File: src/rtl/neuron_cfg_loader.sv
// Serial configuration sequencer for the neuron array: steers a valid/ready word stream into
// per-neuron Vmem, mu, neuronI and one Q-RAM row, with one-cycle registered write strobes.
module neuron_cfg_loader #(
    parameter int FP_DATA_WIDTH   = 16,
    parameter int TEN_DATA_WIDTH  = 2,
    parameter int NUM_NEURON      = 4,
    parameter int NEURON_ID_WIDTH = 2
) (
    input  logic                       clk_i,
    input  logic                       reset_i,
    input  logic                       start_i,
    input  logic                       in_valid_i,
    input  logic [FP_DATA_WIDTH-1:0]   in_data_i,
    output logic                       in_ready_o,
    output logic                       wr_en_o,
    output logic [NEURON_ID_WIDTH-1:0] wr_neuron_o,
    output logic [1:0]                 wr_field_o,
    output logic [NEURON_ID_WIDTH-1:0] wr_qaddr_o,
    output logic [FP_DATA_WIDTH-1:0]   wr_data_o,
    output logic                       busy_o,
    output logic                       done_o,
    output logic                       err_id_o,
    output logic                       err_q_o
);

    typedef enum logic [1:0] {
        S_IDLE = 2'd0,
        S_HDR  = 2'd1,
        S_QROW = 2'd2,
        S_DONE = 2'd3
    } state_t;

    localparam logic [NEURON_ID_WIDTH-1:0] LAST_IDX = NEURON_ID_WIDTH'(NUM_NEURON - 1);
    localparam logic [1:0]                 FLD_NID  = 2'd2;
    localparam logic [1:0]                 FLD_Q    = 2'd3;

    state_t                     state_q, state_d;
    logic [NEURON_ID_WIDTH-1:0] neuron_q, neuron_d;
    logic [1:0]                 fld_q, fld_d;
    logic [NEURON_ID_WIDTH-1:0] qaddr_q, qaddr_d;

    logic                       wr_en_q, wr_en_d;
    logic [NEURON_ID_WIDTH-1:0] wr_neuron_q, wr_neuron_d;
    logic [1:0]                 wr_field_q, wr_field_d;
    logic [NEURON_ID_WIDTH-1:0] wr_qaddr_q, wr_qaddr_d;
    logic [FP_DATA_WIDTH-1:0]   wr_data_q, wr_data_d;
    logic                       err_id_q, err_id_d;
    logic                       err_q_q, err_q_d;

    logic                       loading;
    logic                       beat_ok;
    logic [FP_DATA_WIDTH-1:0]   id_ext;
    logic [FP_DATA_WIDTH-1:0]   q_ext;
    logic                       q_upper_set;

    assign loading     = (state_q == S_HDR) || (state_q == S_QROW);
    assign beat_ok     = in_valid_i && loading;
    assign id_ext      = {{(FP_DATA_WIDTH-NEURON_ID_WIDTH){1'b0}}, neuron_q};
    assign q_ext       = {{(FP_DATA_WIDTH-TEN_DATA_WIDTH){1'b0}}, in_data_i[TEN_DATA_WIDTH-1:0]};
    assign q_upper_set = |in_data_i[FP_DATA_WIDTH-1:TEN_DATA_WIDTH];

    always_ff @(posedge clk_i or posedge reset_i) begin
        if (reset_i) begin
            state_q     <= S_IDLE;
            neuron_q    <= '0;
            fld_q       <= '0;
            qaddr_q     <= '0;
            wr_en_q     <= 1'b0;
            wr_neuron_q <= '0;
            wr_field_q  <= '0;
            wr_qaddr_q  <= '0;
            wr_data_q   <= '0;
            err_id_q    <= 1'b0;
            err_q_q     <= 1'b0;
        end else begin
            state_q     <= state_d;
            neuron_q    <= neuron_d;
            fld_q       <= fld_d;
            qaddr_q     <= qaddr_d;
            wr_en_q     <= wr_en_d;
            wr_neuron_q <= wr_neuron_d;
            wr_field_q  <= wr_field_d;
            wr_qaddr_q  <= wr_qaddr_d;
            wr_data_q   <= wr_data_d;
            err_id_q    <= err_id_d;
            err_q_q     <= err_q_d;
        end
    end

    always_comb begin
        state_d     = state_q;
        neuron_d    = neuron_q;
        fld_d       = fld_q;
        qaddr_d     = qaddr_q;
        wr_en_d     = 1'b0;
        wr_neuron_d = wr_neuron_q;
        wr_field_d  = wr_field_q;
        wr_qaddr_d  = wr_qaddr_q;
        wr_data_d   = wr_data_q;
        err_id_d    = err_id_q;
        err_q_d     = err_q_q;

        case (state_q)
            S_IDLE: begin
                if (start_i) begin
                    state_d  = S_HDR;
                    neuron_d = '0;
                    fld_d    = '0;
                    qaddr_d  = '0;
                    err_id_d = 1'b0;
                    err_q_d  = 1'b0;
                end
            end
            S_HDR: begin
                if (beat_ok) begin
                    wr_en_d     = 1'b1;
                    wr_neuron_d = neuron_q;
                    wr_field_d  = fld_q;
                    wr_qaddr_d  = '0;
                    wr_data_d   = in_data_i;
                    if (fld_q == FLD_NID) begin
                        if (in_data_i != id_ext) begin
                            err_id_d = 1'b1;
                        end
                        fld_d   = '0;
                        qaddr_d = '0;
                        state_d = S_QROW;
                    end else begin
                        fld_d = fld_q + 2'd1;
                    end
                end
            end
            S_QROW: begin
                if (beat_ok) begin
                    wr_en_d     = 1'b1;
                    wr_neuron_d = neuron_q;
                    wr_field_d  = FLD_Q;
                    wr_qaddr_d  = qaddr_q;
                    // Out-of-range couplings are flagged but the truncated value still lands
                    wr_data_d   = q_ext;
                    if (q_upper_set) begin
                        err_q_d = 1'b1;
                    end
                    // Terminate by compare so non-power-of-2 arrays never rely on wrap
                    if (qaddr_q == LAST_IDX) begin
                        qaddr_d = '0;
                        if (neuron_q == LAST_IDX) begin
                            neuron_d = '0;
                            state_d  = S_DONE;
                        end else begin
                            neuron_d = neuron_q + 1'b1;
                            state_d  = S_HDR;
                        end
                    end else begin
                        qaddr_d = qaddr_q + 1'b1;
                    end
                end
            end
            S_DONE: begin
                state_d = S_IDLE;
            end
            default: begin
                state_d = S_IDLE;
            end
        endcase
    end

    assign in_ready_o  = loading;
    assign busy_o      = loading;
    assign done_o      = (state_q == S_DONE);
    assign wr_en_o     = wr_en_q;
    assign wr_neuron_o = wr_neuron_q;
    assign wr_field_o  = wr_field_q;
    assign wr_qaddr_o  = wr_qaddr_q;
    assign wr_data_o   = wr_data_q;
    assign err_id_o    = err_id_q;
    assign err_q_o     = err_q_q;

endmodule
File: config.mk
export PLATFORM = sky130hd
export DESIGN_NAME = neuron_cfg_loader
export DESIGN_NICKNAME = d
export VERILOG_FILES = /design/src/rtl/neuron_cfg_loader.sv
export SDC_FILE = /design/constraint.sdc
export NUM_CORES = 1
export LEC_CHECK = 0
export ABC_CLOCK_PERIOD_IN_PS = 4400
export CAP_MARGIN = 25
export CORE_MARGIN = 5
export CORE_UTILIZATION = 50
export DETAILED_ROUTE_END_ITERATION = 8
export PLACE_DENSITY = 0.9
export SLEW_MARGIN = 30
export SYNTH_ARGS = -nofsm -noshare
export SYNTH_HDL_FRONTEND = slang
export SYNTH_SLANG_ARGS = --single-unit
File: constraint.sdc
create_clock -name clk_i -period 4.4 [get_ports clk_i]
set_clock_uncertainty 0.15 [all_clocks]
set_input_delay 0.44 -clock clk_i [delete_from_list [all_inputs] [get_ports clk_i]]
set_output_delay 0.44 -clock clk_i [all_outputs]
set_load 0.05 [all_outputs]
==> run metrics, run 1 <==
CTS Hold Bufs 0; GP Congestion 0.810; GRT Residual Overflow 0; Setup WS pre-CTS ~2 ns; Slew Limit Fails 0; Total Wirelength 3860 um; DP HPWL about 2800 um; Synth Instances about 170; Tightest Pin Transition between 0.8 and 0.9 ns; Die X ~67 um; busiest layer in global routing met2; nets@finish around 240; I/O pin count 48; Post-Syn Nets 192; critical path endpoint category output pin; # Post-CTS Setup Buffers 0; outcome finished clean; Detail Route Antenna Nets 0; commonest non-fill, non-tap cell in the layout clkdlybuf4s50_1; Worst Path Max Fanout 6; synthesized area 0.00165 mm2; first-pass GRT wire length 6560 um; clock buffer depth 2; Slew HR 0.453; initial core utilization 0.531; overall die height between 60 and 70 um; vias in the first global route around 1400; Port Buffers 47; via/cell ratio 5.40; Synth Warn # 0; crit path DAT approximately 2.2 ns; Pwr per Cell Area around 850 mW/mm2; final setup violation count 0; setup TNS 0 ns; Hold Crit Class register to register; Synth area leader dfrtp_1; # clock sinks 33; largest net degree at the start of global routing 34; Worst Setup Start Kind register; Max-cap violations 0; clock latency on the worst-skew pair about 0.33 ns; Final Util 0.707; Initial DRC Count 95; H-tree depth 2; Pleak 0.965 nW; CP required roughly 3.8 ns; Synth Area per Inst 9.99 um2; core box area 0.00310 mm2; DR WL/cell 15.1 um; Syn-to-layout area delta 33.2%; fin crit share 0.630; Setup Crit Path Kind register to output pin; clock-pin slew on the worst setup and hold paths 0.09 ns; share of post-route cells with drive strength above 1 0.0806; row cnt 20; Die ar. around 0.0045 mm2; Final Hold Viols 0; CTS tree yes; Tmin final approximately 2.8 ns; Peak VDD IR 0.784 mV; highest achievable clock rate about 360 MHz; Inserted Diodes 0; CTS buffer count 5; Seq/Total Area, Yosys 0.501; final worst setup slack 1.63 ns; top cells by area, synth dfrtp_1 (50%), nand2b_1 (6.1%), o21ai_0 (5.8%), ha_1 (5.3%), nand2_1 (4.8%); met3 usage 0.0499; M2 GR Usage 0.325; All-Layer GR Usage 0.193; first-pass detailed-route iteration total 4; Yosys cell types 35; # DRC 0; Vias 1377; antenna violations before repair 0; RSZ-0062 raised after global routing no; PostCTS Resize Cnt 0; Root Driver clkbuf_4; Reg2Reg Setup Slack 1.99 ns; grt met1 use 0.242; commonest non-fill, non-tap cells in the layout clkdlybuf4s50_1 (47), dfrtp_1 (33), nand2_1 (21); Yosys reg bits 33; top cell type's share of synthesized area 0.501
## Yosys cell counts
cell and instances:
a21oi_1 6, o21ai_1 3, xor2_1 2, o21a_1 1, nand3_1 1, nor2b_2 1, o22a_1 2, a31oi_1 2
nor3b_1 1, a32o_1 2, nor4b_1 1, mux2i_1 1, ha_1 7, nor4bb_1 1, dfrtp_1 33, buf_4 3
or2_1 1, nand2_2 1, a21boi_1 1, buf_2 4, mux2_2 4, nand4_1 2, nand2b_1 16, nor2_1 8
nor4_1 5, inv_1 6, nand4b_2 1, clkbuf_1 2, a41oi_1 1, nand2_1 21, o21ai_0 19, a211oi_2 2
o211ai_2 1, nor3_1 2, o211ai_1 1
## flip-flops by register name, indices dropped and copies added (netlist names)
| name | cells |
|---|---|
| wr_data_o | 16 |
| fld_q | 2 |
| neuron_q | 2 |
| qaddr_q | 2 |
| state_q | 2 |
| wr_field_o | 2 |
| wr_neuron_o | 2 |
| wr_qaddr_o | 2 |
| err_id_o | 1 |
| err_q_o | 1 |
| wr_en_o | 1 |
## cells by family after synthesis
logic type | count (synthesis) | synth area share
mux | 5 | 0.0334
xor+xnor | 2 | 0.0106
buf+inv | 15 | 0.0440
compound gates | 41 | 0.157
fa+ha+maj | 7 | 0.0531
simple gates | 62 | 0.200
flops | 33 | 0.501
## critical path, cell delays in order, from the launching register on
cell and delay, ns:
dfrtp_1 0.41, inv_1 0.11, ha_1 0.47, clkdlybuf4s50_1 0.87
## path summary, 6_finish.rpt
kind	start	end	depth (start not counted)
max	state_q[0]	busy_o	3
min	wr_data_o[5]	wr_data_o[5]	2
max reg2reg	state_q[0]	wr_data_o[1]	5
min reg2reg	wr_data_o[5]	wr_data_o[5]	2
max in group asynchronous	reset_i	wr_data_o[8]	3
min in group asynchronous	reset_i	wr_en_o	3
## metal layers
| layer | routed length [um] | vias up |
|---|---|---|
| met5 | 0 | - |
| met4 | 75 | 0 |
| met3 | 207 | 10 |
| met2 | 1900 | 45 |
| met1 | 1670 | 657 |
| li1 | - | 665 |
## layout make-up
class,instances,area (um2)
Sequential cell,33,826
Tap cell,44,55.1
Clock buffer,7,55.1
Timing Repair Buffer,48,478
Multi-Input combinational cell,117,758
Inverter,6,22.5
Fill cell,271,908
## through the flow
stage          hold WS, ns  instance area (um2)  std cells  total power (W)
6_report             0.338                 2190        255          0.00187
3_3_place_gp         0.312                 2130        248          0.00165
4_1_cts              0.342                 2190        255          0.00188
2_1_floorplan        0.350                 1650        165          0.00136
5_1_grt              0.381                 2190        255          0.00200
3_5_place_dp         0.320                 2140        248          0.00171
## report_power, final
group          leakage, nW  switching (W)  internal (W)
Combinational        0.508       0.000766      0.000408
Sequential           0.426      0.0000920      0.000429
Clock               0.0314      0.0000973     0.0000754
(Power assumes the default switching activity.)
==> run 2: changes to the inputs <==
--- a/config.mk
+++ b/config.mk
@@ -5,12 +5,12 @@
 export SDC_FILE = /design/constraint.sdc
 export NUM_CORES = 1
 export LEC_CHECK = 0
-export ABC_CLOCK_PERIOD_IN_PS = 4400
+export ABC_CLOCK_PERIOD_IN_PS = 2400
 export CAP_MARGIN = 25
 export CORE_MARGIN = 5
-export CORE_UTILIZATION = 50
+export CORE_UTILIZATION = 42
 export DETAILED_ROUTE_END_ITERATION = 8
-export PLACE_DENSITY = 0.9
+export PLACE_DENSITY = 0.81
 export SLEW_MARGIN = 30
 export SYNTH_ARGS = -nofsm -noshare
 export SYNTH_HDL_FRONTEND = slang
==> constraint.sdc (replaced) <==
create_clock -name clk_i -period 2.4 [get_ports clk_i]
set_clock_uncertainty 0.15 [all_clocks]
set_input_delay 0.24 -clock clk_i [delete_from_list [all_inputs] [get_ports clk_i]]
set_output_delay 0.24 -clock clk_i [all_outputs]
set_load 0.05 [all_outputs]
==> run 2 against run 1 <==
  * Clock power increased by 140%
  * Worst setup slack got worse by 1.3 ns
  * Wire length decreased by 5.3%
  * Via count decreased by 0.73%
  * Global-route usage decreased by 3.4 points
  * Register-to-register slack got worse by 1.6 ns
  * Sequential cell count unchanged
  * Critical path type unchanged
  * Largest cell class unchanged
  * Largest power group unchanged
==> run metrics, run 2 (synthesized netlist as in run 1, its figures left out) <==
outcome finished clean; RSZ-0062 raised after global routing no; Pleak around 0.99 nW; Largest register FFs 16; setup TNS 0 ns; clock-pin slew on the worst setup and hold paths 0.07 ns; CP required approximately 2.0 ns; antenna violations before repair 0; placed standard-cell area 0.00215 mm2; Setup Crit Path Kind register to output pin; GP Congestion roughly 0.8; Detail Route Antenna Nets 0; Storage cell area 826 um2; Syn-to-layout area delta 35.9%; Pwr Total 0.00350 W; Worst Setup Start Kind register; core box area 0.00374 mm2; critical path endpoint category output pin; Worst Path Max Fanout 5; CTS tree yes; largest net degree at the start of global routing 34; row cnt 22; Finished Cell Area 0.00224 mm2; first-pass GRT wire length 6590 um; Die X 72.6 um; vias in the first global route 1406; H-tree depth 2; DP HPWL 2680 um; final worst setup slack ~0.28 ns; commonest non-fill, non-tap cells in the layout clkdlybuf4s50_1 (45), dfrtp_1 (33), nand2_1 (21); All-Layer GR Usage 0.159; CTS Hold Bufs 0; clock buffer depth 2; Tmin final about 2.1 ns; Inserted Diodes 0; PostCTS Resize Cnt 0; Root Driver clkbuf_8; area of the multi-input gates 749 um2; # Post-CTS Setup Buffers 0; via/cell ratio 5.22; Port Buffers 47; Tightest Pin Transition 0.507 ns; GRT Residual Overflow 0; Total Wirelength 3650 um; overall die height 72.6 um; Max-cap violations 0; # DRC 0; first-pass detailed-route iteration total 4; Slew Limit Fails 0; initial core utilization 0.440; Peak VDD IR 1.26 mV; Initial DRC Count 90; highest achievable clock rate 472 MHz; nets@finish roughly 240; Setup WS pre-CTS a little over 0.3 ns; crit path DAT 1.73 ns; fin crit share 0.882; Pwr per Cell Area 1560 mW/mm2; clock latency on the worst-skew pair 0.29 ns; CTS buffer count 5; Final Hold Viols 0; Slew HR 0.661; Die ar. ~0.0053 mm2; Hold Crit Class input pin to async pin; Vias 1367; commonest non-fill, non-tap cell in the layout clkdlybuf4s50_1; share of post-route cells with drive strength above 1 0.103; number of filler cells placed in the layout 339; I/O pin count 48; DR WL/cell ~14 um; final setup violation count 0; # clock sinks 33
==> run 2: per-layer routing <==
metal / routed length [um] / up-vias / GRT usage
met1: 1620 / 657 / 0.204
met3: 217 / 7 / 0.0441
met4: 57 / 0 / 0.0615
met2: 1760 / 30 / 0.254
li1: - / 673 / -
met5: 0 / - / 0
==> run 2: path summary, 6_finish.rpt <==
check / startpoint / endpoint / slack (ns) / cells past startpoint
max: state_q[1] / done_o / 0.28 / 2
min: reset_i / state_q[1] / 0.21 / 3
max reg2reg: state_q[1] / wr_data_o[14] / 0.38 / 6
min reg2reg: wr_data_o[4] / wr_data_o[4] / 0.32 / 2
max in group asynchronous: reset_i / wr_data_o[14] / 1.59 / 3
min in group clk_i: wr_data_o[4] / wr_data_o[4] / 0.32 / 2
==> run 2: cell type report <==
class,count,share of cell area
timing repair buffer,51,0.221
sequential,33,0.369
inverter,6,0.0101
multi-input combinational,117,0.335
tap,48,0.0268
clock buffer,7,0.0385
==> run 2: power breakdown <==
part | internal, W | switching, W
Clock | 0.000227 | 0.000189
Sequential | 0.000788 | 0.000162
Combinational | 0.000756 | 0.00138
==> run 2: critical path, stage by stage, from the launching register on <==
cell and delay [ns]:
dfrtp_1 0.40, ha_1 0.22, clkdlybuf4s50_1 0.82
==> run 2: per-stage QoR <==
| stage | std cells | hold WS [ns] | utilization |
|---|---|---|---|
| 2_1_floorplan | 165 | 0.219 | - |
| 3_3_place_gp | 255 | 0.309 | 0.575 |
| 3_5_place_dp | 255 | 0.319 | 0.575 |
| 4_1_cts | 262 | 0.226 | 0.598 |
| 5_1_grt | 262 | 0.291 | 0.598 |
| 6_report | 262 | 0.206 | 0.598 |
